## src/rtl/popcount24_pkg.sv

```systemverilog
// Shared definitions for the popcount24 family: widths, the pattern
// generator FSM state encoding, the LFSR tap constant and an exact
// reference popcount.
package popcount24_pkg;

    localparam int N_IN  = 24;
    localparam int CNT_W = 5;

    // Galois feedback mask for the 16-bit maximal-length LFSR.
    localparam logic [15:0] LFSR_TAPS = 16'hB400;

    typedef enum logic [1:0] {
        IDLE = 2'd0,
        FILL = 2'd1,
        DONE = 2'd2
    } state_t;

    // SET: start from zeros and turn bits on; CLEAR: start from ones and
    // turn bits off. Whichever needs at most 12 toggles is chosen.
    typedef enum logic {
        MODE_SET   = 1'b0,
        MODE_CLEAR = 1'b1
    } mode_t;

    function automatic logic [CNT_W-1:0] popcount24_exact(input logic [N_IN-1:0] v);
        logic [CNT_W-1:0] acc;
        acc = '0;
        for (int i = 0; i < N_IN; i++) begin
            acc = acc + CNT_W'(v[i]);
        end
        return acc;
    endfunction

endpackage

```

## src/rtl/popcount24_pattern_gen_if.sv

```systemverilog
// Request/response bundle of the popcount24 pattern generator.
//   count_in    : requested number of ones (25..31 clamp to 24)
//   in_valid    : request valid           in_ready  : generator idle
//   pattern_out : generated 24-bit vector out_valid : pattern held
//   out_ready   : consumer accepts        sat_out   : request was clamped
// Handshake: both channels are strict valid/ready. A transfer happens on a
// rising edge where valid & ready are both high; a valid source keeps its
// payload stable until that edge, and ready never depends on valid.
// master = requester/consumer side, slave = generator side.
interface popcount24_pattern_gen_if;
    import popcount24_pkg::*;

    logic [CNT_W-1:0] count_in;
    logic             in_valid;
    logic             in_ready;
    logic [N_IN-1:0]  pattern_out;
    logic             out_valid;
    logic             out_ready;
    logic             sat_out;

    modport master (
        output count_in, in_valid, out_ready,
        input  in_ready, pattern_out, out_valid, sat_out
    );

    modport slave (
        input  count_in, in_valid, out_ready,
        output in_ready, pattern_out, out_valid, sat_out
    );

endinterface

```

## src/rtl/lfsr16_galois.sv

```systemverilog
// 16-bit right-shifting Galois LFSR that advances on every clock.
//   clk   : rising-edge clock
//   rst   : synchronous active-high reset, loads SEED (must be nonzero)
//   state : current LFSR contents
module lfsr16_galois
    import popcount24_pkg::*;
#(
    parameter logic [15:0] SEED = 16'hACE1
) (
    input  logic        clk,
    input  logic        rst,
    output logic [15:0] state
);

    always_ff @(posedge clk) begin
        if (rst) begin
            state <= SEED;
        end else begin
            state <= {1'b0, state[15:1]} ^ (state[0] ? LFSR_TAPS : 16'h0000);
        end
    end

endmodule

```

## src/rtl/popcount24_pattern_gen.sv

```systemverilog
// Pattern generator: emits a 24-bit vector with exactly min(count_in, 24)
// ones, placed pseudo-randomly by an LFSR, with a deterministic
// lowest-index fallback after MAX_TRIES random attempts.
//   clk, rst  : clock, synchronous active-high reset
//   bus       : request/response channel (slave side)
//   dbg_state : current FSM state
module popcount24_pattern_gen
    import popcount24_pkg::*;
#(
    parameter logic [15:0] SEED      = 16'hACE1,
    parameter int          MAX_TRIES = 64
) (
    input  logic                      clk,
    input  logic                      rst,
    popcount24_pattern_gen_if.slave   bus,
    output state_t                    dbg_state
);

    state_t            state;
    mode_t             mode;
    logic [N_IN-1:0]   work;
    logic [N_IN-1:0]   pattern_q;
    logic [3:0]        remaining;
    logic [6:0]        tries;
    logic              sat_q;
    logic              out_valid_q;
    logic [15:0]       lfsr;

    lfsr16_galois #(.SEED(SEED)) u_lfsr (
        .clk   (clk),
        .rst   (rst),
        .state (lfsr)
    );

    // Only the low five LFSR bits pick a candidate index.
    logic unused_lfsr_hi;
    assign unused_lfsr_hi = ^lfsr[15:5];

    logic [CNT_W-1:0] cnt_sat;
    logic             req_sat;
    assign req_sat = (bus.count_in > 5'd24);
    assign cnt_sat = req_sat ? 5'd24 : bus.count_in;

    // Bits that still have to be toggled to reach the target state.
    logic [N_IN-1:0] pending;
    logic [31:0]     pending_ext;
    assign pending     = (mode == MODE_SET) ? ~work : work;
    assign pending_ext = {8'h00, pending};

    logic [4:0] rand_k;
    logic       rand_ok;
    assign rand_k  = lfsr[4:0];
    assign rand_ok = (rand_k < 5'd24) && pending_ext[rand_k];

    // Lowest-index pending bit for the fallback path.
    logic [4:0] fb_idx;
    always_comb begin
        fb_idx = '0;
        for (int i = N_IN - 1; i >= 0; i--) begin
            if (pending[i]) fb_idx = 5'(i);
        end
    end

    logic            use_fallback;
    logic            pick_ok;
    logic [4:0]      pick_idx;
    logic [N_IN-1:0] toggle;
    logic [N_IN-1:0] work_next;

    assign use_fallback = (int'(tries) >= MAX_TRIES);

    always_comb begin
        pick_ok  = rand_ok;
        pick_idx = rand_k;
        if (use_fallback) begin
            pick_ok  = |pending;
            pick_idx = fb_idx;
        end
    end

    assign toggle    = pick_ok ? (24'd1 << pick_idx) : '0;
    assign work_next = work ^ toggle;

    always_ff @(posedge clk) begin
        if (rst) begin
            state       <= IDLE;
            mode        <= MODE_SET;
            work        <= '0;
            pattern_q   <= '0;
            remaining   <= '0;
            tries       <= '0;
            sat_q       <= 1'b0;
            out_valid_q <= 1'b0;
        end else begin
            case (state)
                IDLE: begin
                    if (bus.in_valid) begin
                        sat_q <= req_sat;
                        tries <= '0;
                        if (cnt_sat <= 5'd12) begin
                            mode      <= MODE_SET;
                            work      <= '0;
                            remaining <= cnt_sat[3:0];
                        end else begin
                            mode      <= MODE_CLEAR;
                            work      <= '1;
                            remaining <= 4'(5'd24 - cnt_sat);
                        end
                        // 0 and 24 need no toggles: present immediately.
                        if (cnt_sat == 5'd0 || cnt_sat == 5'd24) begin
                            state       <= DONE;
                            out_valid_q <= 1'b1;
                            pattern_q   <= (cnt_sat == 5'd0) ? '0 : '1;
                        end else begin
                            state <= FILL;
                        end
                    end
                end
                FILL: begin
                    if (tries != 7'h7F) tries <= tries + 7'd1;
                    if (pick_ok) begin
                        work      <= work_next;
                        remaining <= remaining - 4'd1;
                        // The output register is loaded only with the
                        // finished vector, so a partial one never shows.
                        if (remaining == 4'd1) begin
                            state       <= DONE;
                            out_valid_q <= 1'b1;
                            pattern_q   <= work_next;
                        end
                    end
                end
                DONE: begin
                    if (bus.out_ready) begin
                        state       <= IDLE;
                        out_valid_q <= 1'b0;
                    end
                end
                default: state <= IDLE;
            endcase
        end
    end

    // Gated by rst so the generator never looks ready in a reset cycle.
    assign bus.in_ready    = (state == IDLE) && !rst;
    assign bus.pattern_out = pattern_q;
    assign bus.out_valid   = out_valid_q;
    assign bus.sat_out     = sat_q;
    assign dbg_state       = state;

endmodule

```

## src/flat_wrapper.sv

```systemverilog
// flat-port wrapper written by rule: the top's interface ports become plain ports
module popcount24_pattern_gen_flat import popcount24_pkg::*;
#(
    parameter logic [15:0] SEED      = 16'hACE1,
    parameter int          MAX_TRIES = 64
)
  (clk, rst, dbg_state, bus_count_in, bus_in_valid, bus_out_ready, bus_in_ready, bus_pattern_out, bus_out_valid, bus_sat_out);
  popcount24_pattern_gen_if bus_i ();
  input  logic clk;
  input  logic rst;
  output state_t dbg_state;
  input wire logic [$bits(bus_i.count_in)-1:0] bus_count_in;
  input wire logic [$bits(bus_i.in_valid)-1:0] bus_in_valid;
  input wire logic [$bits(bus_i.out_ready)-1:0] bus_out_ready;
  output wire logic [$bits(bus_i.in_ready)-1:0] bus_in_ready;
  output wire logic [$bits(bus_i.pattern_out)-1:0] bus_pattern_out;
  output wire logic [$bits(bus_i.out_valid)-1:0] bus_out_valid;
  output wire logic [$bits(bus_i.sat_out)-1:0] bus_sat_out;
  assign bus_i.count_in = bus_count_in;
  assign bus_i.in_valid = bus_in_valid;
  assign bus_i.out_ready = bus_out_ready;
  assign bus_in_ready = bus_i.in_ready;
  assign bus_pattern_out = bus_i.pattern_out;
  assign bus_out_valid = bus_i.out_valid;
  assign bus_sat_out = bus_i.sat_out;
  popcount24_pattern_gen #(.SEED(SEED), .MAX_TRIES(MAX_TRIES)) u_core (.clk(clk), .rst(rst), .bus(bus_i), .dbg_state(dbg_state));
endmodule
```

## config.mk

```make
export PLATFORM = sky130hd
export DESIGN_NAME = popcount24_pattern_gen_flat
export DESIGN_NICKNAME = d
export VERILOG_FILES = /design/src/rtl/popcount24_pkg.sv /design/src/rtl/popcount24_pattern_gen_if.sv /design/src/rtl/lfsr16_galois.sv /design/src/rtl/popcount24_pattern_gen.sv /design/src/flat_wrapper.sv
export SDC_FILE = /design/constraint.sdc
export NUM_CORES = 1
export LEC_CHECK = 0
export ABC_CLOCK_PERIOD_IN_PS = 3050
export CAP_MARGIN = 25
export CORE_MARGIN = 4
export CORE_UTILIZATION = 59
export CTS_CLUSTER_DIAMETER = 30
export DETAILED_ROUTE_END_ITERATION = 8
export GPL_TIMING_DRIVEN = 0
export PLACE_DENSITY = 0.85
export SYNTH_ARGS = -nofsm -noshare
export SYNTH_HDL_FRONTEND = slang
export SYNTH_SLANG_ARGS = --single-unit
```

## constraint.sdc

```tcl
create_clock -name clk -period 3.05 [get_ports clk]
set_clock_uncertainty 0.1 [all_clocks]
set_input_delay 0.7625 -clock clk [delete_from_list [all_inputs] [get_ports clk]]
set_output_delay 0.7625 -clock clk [all_outputs]
set_load 0.1 [all_outputs]
```

# Word-level counts from Yosys, hierarchy flattened
# Cells that the tools add are included.
[op_classes]
add_sub_neg = 3
magnitude_cmp = 5
eq_ne = 11
shift = 1
mux = 62
bitwise = 3
n_reduce_logical = 15
[op_table]
columns = ["operator", "count"]
rows = [
  ["$mux 24", 10],
  ["$mux 5", 26],
  ["$pmux 24 s2", 2],
  ["$not 24->24", 1],
  ["$reduce_or 24->1", 1],
  ["$shl 1x5->24 const A", 1],
  ["$xor 24x24->24", 1],
  ["$mux 16", 1],
  ["$xor 15x16->16", 1],
  ["$mux 7", 2],
  ["$pmux 7 s2", 1],
  ["$mux 4", 3],
  ["$mux 2", 5],
  ["$mux 1", 8],
  ["$ne 2x1->1 const B", 4],
  ["$pmux 4 s2", 1],
  ["$add 7x1->7 const B", 1],
  ["$ge 7x7->1 const B", 1],
  ["$ne 7x7->1 const B", 1],
  ["$lt 5x6->1 const B", 1],
  ["$pmux 2 s3", 1],
  ["$reduce_and 3->1", 2],
  ["$reduce_and 6->1", 1],
  ["$bmux 1 s5", 1],
  ["other kinds (21)", 23],
]
[totals]
ff_bits = 80
in_bits = 9
out_inout_bits = 29
wordCells = 109

# Longest topological paths before layout
[depth]
word_depth = 33
ltp_mapped = 11
mapped_depth_nobuf = 9

# Hierarchy
# Synthesis repeated with hierarchy kept, for this count alone.
[unflattened]
cells_unflattened = 621
hier_area_um2 = 5159.9
[modules_own_cells]
columns = ["module", "instances", "cells_each", "area_per_inst_um2", "seq_area_each_um2"]
rows = [
  ["popcount24_pattern_gen", 1, 585, 4697.0, 1281.2],
  ["lfsr16_galois", 1, 36, 462.9, 320.3],
]

# Worst setup path after synthesis
# Ideal clock, no wire load.
[synth_path]
kind = "input-to-output"
start = "input rst"
end = "output bus_in_ready"
arrival_time_ns = 3.341
required_ns = 2.188
slack_ns = -1.153
path_stages = 4
path_buffers = 3
path_cell_list = "clkbuf_1 > clkbuf_1 > buf_1 > nor3_1"
[synth_between]
elab_chain_len = 2
[synth_lines]
columns = ["element", "line_no", "text"]
rows = [
  ["from (decl)", "flat_wrapper.sv:10", "input logic rst;"],
  ["$logic_not 1->1", "popcount24_pattern_gen.sv:145", "assign bus.in_ready = (state == IDLE) && !rst;"],
  ["$logic_and 1x1->1", "popcount24_pattern_gen.sv:145", ""],
  ["to (decl)", "flat_wrapper.sv:15", "output wire logic [$bits(bus_i.in_ready)-1:0] bus_in_ready;"],
]
# Every way passes these cells.

# Final worst setup path
[layout_path]
start = "register u_core.mode"
end = "register u_core.pattern_q[6] (netlist: u_core.bus.pattern_out[6])"
[layout_between]
elab_chain_len = 32
elab_cells_between_ends = 39
cone_classes = "eq/ne: 1; shift: 1; mux: 33; bitwise: 1; reduce/logical: 3"
[layout_lines]
columns = ["element", "line_no", "text"]
rows = [
  ["from (decl)", "popcount24_pattern_gen.sv:20", "mode_t mode;"],
  ["from (signal assigned)", "popcount24_pattern_gen.sv:87", "mode <= MODE_SET;"],
  ["from (signal assigned)", "popcount24_pattern_gen.sv:101", "mode <= MODE_SET;"],
  ["from (signal assigned)", "popcount24_pattern_gen.sv:105", "mode <= MODE_CLEAR;"],
  ["$mux 24 (*)", "popcount24_pattern_gen.sv:47", "assign pending = (mode == MODE_SET) ? ~work : work;"],
  ["$mux 5 (24 in a row)", "popcount24_pattern_gen.sv:60", "if (pending[i]) fb_idx = 5'(i);"],
  ["$mux 5", "popcount24_pattern_gen.sv:75", "if (use_fallback) begin"],
  ["$shl 1x5->24", "popcount24_pattern_gen.sv:81", "assign toggle = pick_ok ? (24'd1 << pick_idx) : '0;"],
  ["$mux 24", "popcount24_pattern_gen.sv:81", ""],
  ["$xor 24x24->24", "popcount24_pattern_gen.sv:82", "assign work_next = work ^ toggle;"],
  ["$mux 24", "popcount24_pattern_gen.sv:126", "if (remaining == 4'd1) begin"],
  ["$mux 24", "popcount24_pattern_gen.sv:121", "if (pick_ok) begin"],
  ["$pmux 24 s2", "popcount24_pattern_gen.sv:95", "case (state)"],
  ["to (signal assigned)", "popcount24_pattern_gen.sv:113", "pattern_q <= (cnt_sat == 5'd0) ? '0 : '1;"],
  ["to (signal assigned)", "popcount24_pattern_gen.sv:129", "pattern_q <= work_next;"],
  ["to (decl)", "popcount24_pattern_gen.sv:22", "logic [N_IN-1:0] pattern_q;"],
]
# Mark *: on every way between the ends. The rest lies on a longest branch, timed or not. The select of a mux whose other input is x is not followed.
# A chain may end at the register's enable or synchronous reset.

==> metrics.md <==
| Metric | Value |
|---|---|
| Number of synthesized flops with an enable pin | 0 |
| Main area contributors after synthesis | dfxtp_1, a221oi_2, nor2_1 |
| Post-route setup slack | 62.9 ps |
| GP Congestion | 0.981 |
| Mapped Avg Cell Area | 8.64 sq um |
| Yosys reg bits | 80 |
| Final global-route overflow total | 0 |
| Port bufs | 35 |
| Synth cell types | 73 |
| CTS root buf | clkbuf_8 |
| Worst Hold Class | register to register |
| Effective utilization at floorplan | 0.609 |
| Placed Instances | 719 |
| Leak Pwr | 0.00211 uW |
| Die area | 0.0100 sq mm |
| Clock Pin Slew Worst Setup and Hold Paths | 90 ps |
| Post-Syn Nets | 593 |
| Share of cells above drive strength 1 | 0.245 |
| Drt via density | 6.52 |
| Layout overhead on the synthesized area | 24.1% |
| DRC | 0 |
| Final hold violation count | 0 |
| Sequential-to-total area share from yosys stat | 0.320 |
| Outcome | completed |
| Total GRT Usage | 0.308 |
| Post-synth top area share | 0.320 |
| Synth area leader | dfxtp_1 |
| Setup CP Type | register to register |
| Clock Latency Late Sink | 370 ps |
| Ant diodes | 0 |
| First-pass detailed-route iteration total | 6 |
| Mapped Cells | 579 |
| First-pass GRT wire length | 24400 um |
| # clock sinks | 80 |
| F_max | 0.335 GHz |
| Initial antenna violation count | 0 |
| Initial DRC count | 415 |
| Clock Tree Buf Depth | 2 |
| Final core occ | 0.756 |
| Share of async-settable or async-resettable flops after synthesis | 0 |
| RSZ-0062 raised after global routing | yes |
| Routed via count | 4866 |
| Top FF cell, synth | dfxtp_1 |
| Fin crit period | 2990 ps |
| Startpoint Class | register |
| Warnings, synthesis | 0 |
| Fin nets | 650 |
| Post-layout total power | 4170 uW |
| Vias in the first global route | 4791 |
| Setup crit end kind | register |
| Die width | 100 um |
| Count of pins over their slew limit | 0 |
| WP data required | 3170 ps |
| Fillers | 610 |
| Reg2reg setup slack | 60 ps |
| Worst path arrival time | 3100 ps |
| CTS tree | yes |
| Final setup violation count | 0 |
| CTS Buf Count | 9 |
| Actual slew at the worst max-slew pin | 987 ps |
| Rel. slew slack | 0.340 |
| Hpwl dp | 10800 um |
| Part of the cycle the worst path needs | 0.979 |
| Core area | 0.00822 sq mm |
| Post-detailed-route count of antenna-violating nets | 0 |
| Max-cap viol count | 0 |
| Std cell rows | 33 |
| WL/cell | 20.6 um |
| Largest net degree at the start of global routing | 16 |
| WL final | 15400 um |
| PwrDens | 671 mW/mm^2 |
| Die H | 100 um |
| Critical path peak fanout | 10 |
| Synthesized area | 0.00500 sq mm |
| Ports | 38 |
| Max VDD drop | 0.452 mV |
| Post-Place Worst Slack | -878 ps |
| H-tree depth | 3 |
| Post-Layout Cell Count | 746 |
## where the power goes
| group | switching (uW) | internal [uW] | total (uW) |
|---|---|---|---|
| combinational | 1270 | 590 | 1860 |
| clock | 443 | 470 | 912 |
| sequential | 189 | 1210 | 1390 |
| total | 1900 | 2270 | 4170 |
## cells in the mapped netlist (all sizes together) (4+ instances only)
cell,n
a21oi,19
nand3b,4
dfxtp,80
buf,18
nand2,31
o22ai,4
a21o,4
or2,9
nor2,66
a221oi,53
o21ai,14
nand4,4
nor3,8
ha,5
nor3b,4
a41oi,8
a311oi,6
clkbuf,23
nor4,16
a211oi,10
xnor2,6
a31oi,5
nand2b,15
and4,5
nor2b,16
inv,60
mux2i,24
nand3,9
## stage by stage
stage	TNS, ps	cell area (sq um)	hold slack (ps)
2_1_floorplan	0	5010	289
3_3_place_gp	-15340	5500	292
3_5_place_dp	-18980	5500	296
4_1_cts	-59.9	5960	319
5_1_grt	-598	6210	331
6_report	0	6210	317
## cells in the final DEF (no fill, tap or decap), types with 6 or more instances in the layout
master	synthesis	routed
buf_2	11	7
xnor2_1	6	6
o21ai_0	13	10
a21oi_1	18	15
nor3_1	8	6
nand3_1	9	8
clkbuf_1	23	16
or2_2	8	8
inv_1	60	60
buf_6	3	8
dfxtp_1	80	77
clkbuf_8	0	9
nand2_1	31	29
buf_4	2	17
nand2b_1	15	15
nor4_4	1	8
nor2_1	64	64
a221oi_1	20	18
a221oi_2	33	34
a211oi_1	8	7
nor2b_1	16	16
mux2i_1	23	19
clkdlybuf4s50_1	0	34
## worst max-delay path, cell delays in order (launching register included)
cell      delay (ps)
dfxtp_4          400
buf_4            190
buf_6            170
nand2_1          150
or3_1            420
a41oi_4          280
a21oi_2          130
buf_4            230
nor4_4           350
mux2i_2          320
a221oi_2          90
## path summary, 6_finish.rpt
check | endpoint | from | cells after the start
setup / recovery | u_core.bus.pattern_out[6] | u_core.mode | 10
hold / removal | u_core.u_lfsr.state[7] | u_core.u_lfsr.state[8] | 1
setup reg to reg | u_core.bus.pattern_out[6] | u_core.mode | 10
hold reg to reg | u_core.u_lfsr.state[7] | u_core.u_lfsr.state[8] | 1
## sequential cells by signal (all words and copies together), names as in the netlist
signal and flops:
u_core.bus.out_valid 1, u_core.remaining 4, u_core.dbg_state 2, u_core.bus.pattern_out 24, u_core.mode 1, u_core.tries 7, u_core.u_lfsr.state 16, u_core.work 24
u_core.bus.sat_out 1
## what timing repair did
action / in CTS / in global routing
pin swaps: 3 / 10
endpoints found under the setup margin: 51 / 49
resized for setup: 37 / 56
hold buffers: 0 / 0
buffers inserted: 9 / 6
cloned: 1 / 0
## logic make-up (layout without fill, tap and decap cells)
logic type | after synthesis | count (layout) | share of synthesized area
compound gates | 153 | 153 | 0.284
fa+ha+maj | 5 | 5 | 0.0125
xor+xnor | 9 | 9 | 0.0158
simple gates | 202 | 202 | 0.217
buf+inv | 101 | 163 | 0.0845
mux | 29 | 29 | 0.0668
flops | 80 | 80 | 0.320
## layout make-up
class	count	area, sq um	share of cell area
Tap cell	105	131	0.0212
Sequential cell	80	1610	0.259
Clock buffer	9	124	0.0199
Buffer	36	213	0.0343
Timing Repair Buffer	51	485	0.0782
Inverter	60	225	0.0363
Clock inverter	7	103	0.0165
Multi-Input combinational cell	398	3320	0.534
## per-layer routing
metal / GRT usage / up-vias / routed length, um
met1: 0.391 / 2344 / 6410
met3: 0.0514 / 56 / 1080
met4: 0.154 / 0 / 535
met2: 0.505 / 219 / 7340
li1: - / 2247 / -
met5: 0 / - / 0
(Power assumes the default switching activity.)
